$ cat src/rtl/beta_fetch.sv
// rtl/beta_fetch.sv - Beta instruction-fetch and PC unit
// Fetches over req/ack, holds the word for the control unit, advances PC on commit.
module beta_fetch #(
    parameter logic [31:0] RESET_PC = 32'h8000_0000,
    parameter logic [31:0] ILLOP_PC = 32'h8000_0004,
    parameter logic [31:0] XADR_PC  = 32'h8000_0008
) (
    input  logic        clk,
    input  logic        rst_n,
    input  logic [2:0]  pcsel,
    input  logic [31:0] jt,
    input  logic        exec_done,
    output logic [31:0] instr,
    output logic        instr_valid,
    output logic [31:0] pc,
    output logic [31:0] pc_plus4,
    output logic        imem_req,
    output logic [31:0] imem_addr,
    input  logic        imem_ack,
    input  logic [31:0] imem_rdata
);

    typedef enum logic [1:0] {
        S_RST   = 2'd0,
        S_FETCH = 2'd1,
        S_HOLD  = 2'd2
    } state_t;

    state_t      state_q, state_d;
    logic [31:0] pc_q, pc_d;
    logic [31:0] instr_q, instr_d;
    logic [31:0] pc4;
    logic [31:0] br_off;
    logic [31:0] next_pc_raw;
    logic [31:0] next_pc;

    always_ff @(posedge clk or negedge rst_n) begin
        if (!rst_n) begin
            state_q <= S_RST;
            pc_q    <= RESET_PC;
            instr_q <= '0;
        end else begin
            state_q <= state_d;
            pc_q    <= pc_d;
            instr_q <= instr_d;
        end
    end

    assign pc4    = pc_q + 32'd4;
    assign br_off = {{14{instr_q[15]}}, instr_q[15:0], 2'b00};

    // A JMP may drop supervisor mode but can never enter it.
    always_comb begin
        next_pc_raw = ILLOP_PC;
        case (pcsel)
            3'd0:    next_pc_raw = pc4;
            3'd1:    next_pc_raw = pc4 + br_off;
            3'd2:    next_pc_raw = {pc_q[31] & jt[31], jt[30:0]};
            3'd4:    next_pc_raw = XADR_PC;
            default: next_pc_raw = ILLOP_PC;
        endcase
    end

    assign next_pc = {next_pc_raw[31:2], 2'b00};

    always_comb begin
        state_d = state_q;
        pc_d    = pc_q;
        instr_d = instr_q;
        case (state_q)
            S_RST: state_d = S_FETCH;
            S_FETCH: begin
                if (imem_ack) begin
                    instr_d = imem_rdata;
                    state_d = S_HOLD;
                end
            end
            S_HOLD: begin
                if (exec_done) begin
                    pc_d    = next_pc;
                    state_d = S_FETCH;
                end
            end
            default: state_d = S_RST;
        endcase
    end

    // req decodes the async-reset state register, so reset drops it at once.
    assign imem_req    = (state_q == S_FETCH);
    assign instr_valid = (state_q == S_HOLD);
    assign imem_addr   = pc_q;
    assign pc          = pc_q;
    assign pc_plus4    = pc4;
    assign instr       = instr_q;

endmodule
$ cat config.mk
export PLATFORM = sky130hd
export DESIGN_NAME = beta_fetch
export DESIGN_NICKNAME = d
export VERILOG_FILES = /design/src/rtl/beta_fetch.sv
export SDC_FILE = /design/constraint.sdc
export NUM_CORES = 1
export LEC_CHECK = 0
export BUFFER_PORTS_ARGS = -buffer_cell sky130_fd_sc_hd__buf_2
export CAP_MARGIN = 20
export CORE_ASPECT_RATIO = 0.7
export CORE_MARGIN = 4
export CORE_UTILIZATION = 46
export DETAILED_ROUTE_END_ITERATION = 7
export PLACE_DENSITY = 0.74
export SLEW_MARGIN = 30
export SYNTH_ARGS = -nofsm -noshare
export SYNTH_HDL_FRONTEND = slang
export SYNTH_SLANG_ARGS = --single-unit
$ cat constraint.sdc
create_clock -name clk -period 3.85 [get_ports clk]
set_input_delay 0.9625 -clock clk [delete_from_list [all_inputs] [get_ports clk]]
set_output_delay 0.9625 -clock clk [all_outputs]
set_load 0.05 [all_outputs]
==> run_results.csv <==
group,metric,value,unit
route,wl_per_cell,19.7,um
flow_run,max_cap_viol_count,0,
critical_path,worstSetupEndpointType,"register",
global_routing,grt_pass1_wl,30600,um
route,drc,0,
cells_and_area,layout_commonest_cell,"buf_2",
synth,synthArstFlopShare,100,%
critical_path,crit_chain,"ha_1 > inv_1 > nor4_4 > buf_12 > and3_4 > and3_1 > xor2_4 > ha_1 > a21oi_1 > o31ai_1 > nor3_1 > o2111ai_2 > a41oi_2 > xnor2_1 > a221oi_1",
cells_and_area,drive_gt1_share,42.0,%
cells_and_area,n_fill_cell,1011,
critical_path,path_class,"register to register",
clocking,path_clk_slew,0.06,ns
critical_path,cpPeakStageDelay,0.36,ns
timing,finalHoldViolations,0,
synth,ys_ff_latch,64,
place,postPlaceCellArea,6930,sq um
critical_path,r2r.worst_path.cells,15,
timing,max_freq,0.270,GHz
cells_and_area,ff_latch_area,1630,sq um
run_status,run_status,"completed",
floorplan,core,11800,sq um
global_routing,grt_max_degree,46,
synth,yosysSeqAreaShare,28.8,%
critical_path,slowest_stage,"dfrtp_2",
floorplan,num_rows,33,
critical_path,r2r_start,"imem_addr[2]",
place,portBuffers,192,
synth,ys.flop_type,"dfrtp_1",
floorplan,start_util,47.3,%
floorplan,fp.dieW,139,um
critical_path,r2r_slack,0.14,ns
timing,maxSlewViolCount,0,
critical_path,cp-start-kind,"register",
timing,rsz0062_at_grt,"no",
hold_path,min_to,"instr[22]",
critical_path,path_common_cell,"ha_1",
clocking,h-tree-depth,3,
timing,min_period_over_period,96.3,%
hold_path,min_from,"instr[22]",
timing,min_period,3.71,ns
synth,netlist_instances,623,
clocking,numClockSinks,64,
route,drt-vias-per-instance,5.81,
clocking,cts_buffers,9,
critical_path,path_max_fanout,8,
synth,yosys_warnings,0,
clocking,tritoncts,"yes",
cells_and_area,final_cell_mix,"192 x buf_2, 55 x nand2_1, 45 x dfrtp_1, 41 x a21oi_1, 41 x buf_4",
cells_and_area,fin_area,7320,sq um
cells_and_area,area_delta_synth_final,31.6,%
critical_path,r2r-end,"imem_addr[31]",
route,routed_wl,19200,um
global_routing,grt_antenna_before_repair,0,
clocking,clk_latency,0.33,ns
timing,worst_pin_slew,0.817,ns
critical_path,crit_arrival,3.93,ns
place,routabilityCongestion,0.929,
global_routing,grt-ovfl-total,0,
place,dp_hpwl,14700,um
clocking,clockBufferDepth,2,
route,first_pass_iters,5,
global_routing,gr-usage-all-layers,27.3,%
critical_path,cp.required,4.07,ns
timing,hold_ws,0.500,ns
global_routing,grt_pass1_vias,5651,
floorplan,io_pins,201,
cells_and_area,final_util,62.2,%
synth,synth_edf_count,0,
synth,synth_cell_types,67,
timing,finalSetupViolations,0,
route,ant_nets,0,
synth,netlist_area,5560,sq um
cells_and_area,multiInputGateArea,3800,sq um
floorplan,die_h,100,um
route,num_vias,5640,
timing,fin_skew,0.00502,ns
timing,slew_headroom,45.5,%
hold_path,worst_hold_path.num_cells,1,
hold_path,hp-class,"register to register",
synth,synth_area_per_cell,8.93,sq um
cells_and_area,diodes,0,
route,dr.first_iter.drc_count,450,
cells_and_area,final_nets,916,
clocking,cts-root-buf,"clkbuf_16",
floorplan,die-area,13900,sq um
timing,fin_setup_tns,0,ns
metrics by stage:
step,instances,setup slack (ns)
3_3_place_gp,954,0.104
6_report,971,0.144
3_5_place_dp,954,0.0620
5_1_grt,971,0.00330
2_1_floorplan,628,-0.0122
4_1_cts,970,0.0191
critical path, delay by kind of cell, from the launching register on:
kind | cells | cell delay (ns)
fa+ha+maj | 2 | 0.53
flops | 1 | 0.36
xor+xnor | 2 | 0.28
compound gates | 5 | 1.07
buf+inv | 2 | 0.31
simple gates | 4 | 1.01
repair_timing:
| item | 4_1_cts | 5_1_grt |
|---|---|---|
| resized for setup | 0 | 8 |
| hold buffers | 0 | 0 |
| setup buffers | 0 | 1 |
| setup endpoints to repair | 0 | 10 |
sequential cells by signal, summed over array words and instances, names as in the netlist:
name	count
state_q	2
imem_addr	30
instr	32
synthesized netlist by cell type (4+ instances only):
library cell	count	area share, %
a21o_1	14	1.9
nand3_1	25	2.2
a31oi_1	7	0.79
o21bai_1	4	0.54
xnor2_1	25	3.9
mux2_2	32	6.5
nand2_1	55	3.7
o22ai_1	6	0.67
dfrtp_1	63	28
nand2b_1	6	0.67
a22o_1	7	1.1
ha_1	35	7.9
nor2b_1	4	0.45
inv_1	11	0.74
a211oi_1	5	0.67
clkbuf_1	21	1.4
nor2_1	31	2.1
xor2_1	24	3.8
a21oi_1	43	3.9
mux2i_1	22	4.0
nor3_1	14	1.3
nand4_1	14	1.6
buf_4	36	4.9
a22oi_1	8	1.1
o31ai_1	4	0.54
o21ai_0	22	2.0
and3_1	17	1.9
o221ai_1	11	1.7
layer usage:
layer	vias up	part of all wire [%]	global-route usage (%)
li1	2635	-	-
met1	2691	45	39.3
met3	16	10	7.43
met2	298	43	41.6
met4	0	1.0	5.64
met5	-	0	0
final cells by class:
| class | count | area share, % |
|---|---|---|
| clock buffer | 10 | 3.13 |
| clock inverter | 6 | 1.59 |
| inverter | 12 | 0.615 |
| multi-input combinational | 487 | 51.9 |
| sequential | 64 | 22.2 |
| tap | 157 | 2.68 |
| timing repair buffer | 235 | 17.9 |
worst max-delay path by stage:
stage,end,slack (ns),from
after floorplan,imem_addr[28],-0.01,imem_addr[4]
final,imem_addr[31],0.14,imem_addr[2]
after detailed placement,imem_addr[22],0.06,imem_addr[5]
after global routing,imem_addr[26],0.003,imem_addr[2]
after CTS,imem_addr[30],0.02,imem_addr[4]
after global placement,imem_addr[30],0.10,imem_addr[5]
cells by family after synthesis:
kind of cell	Yosys count	synth area share, %
AND/OR/NAND/NOR	184	17.0
AO/OA/AOI/OAI	157	18.9
buffers and inverters	77	8.41
flip-flops	64	28.8
multiplexers	54	10.4
XOR/XNOR	50	8.12
adder cells (fa/ha/maj)	36	8.23
other	1	0.0674
Power is left out: the tool's default activity adds up to more than one toggle a clock period on the data nets, which glitch-free logic cannot reach.
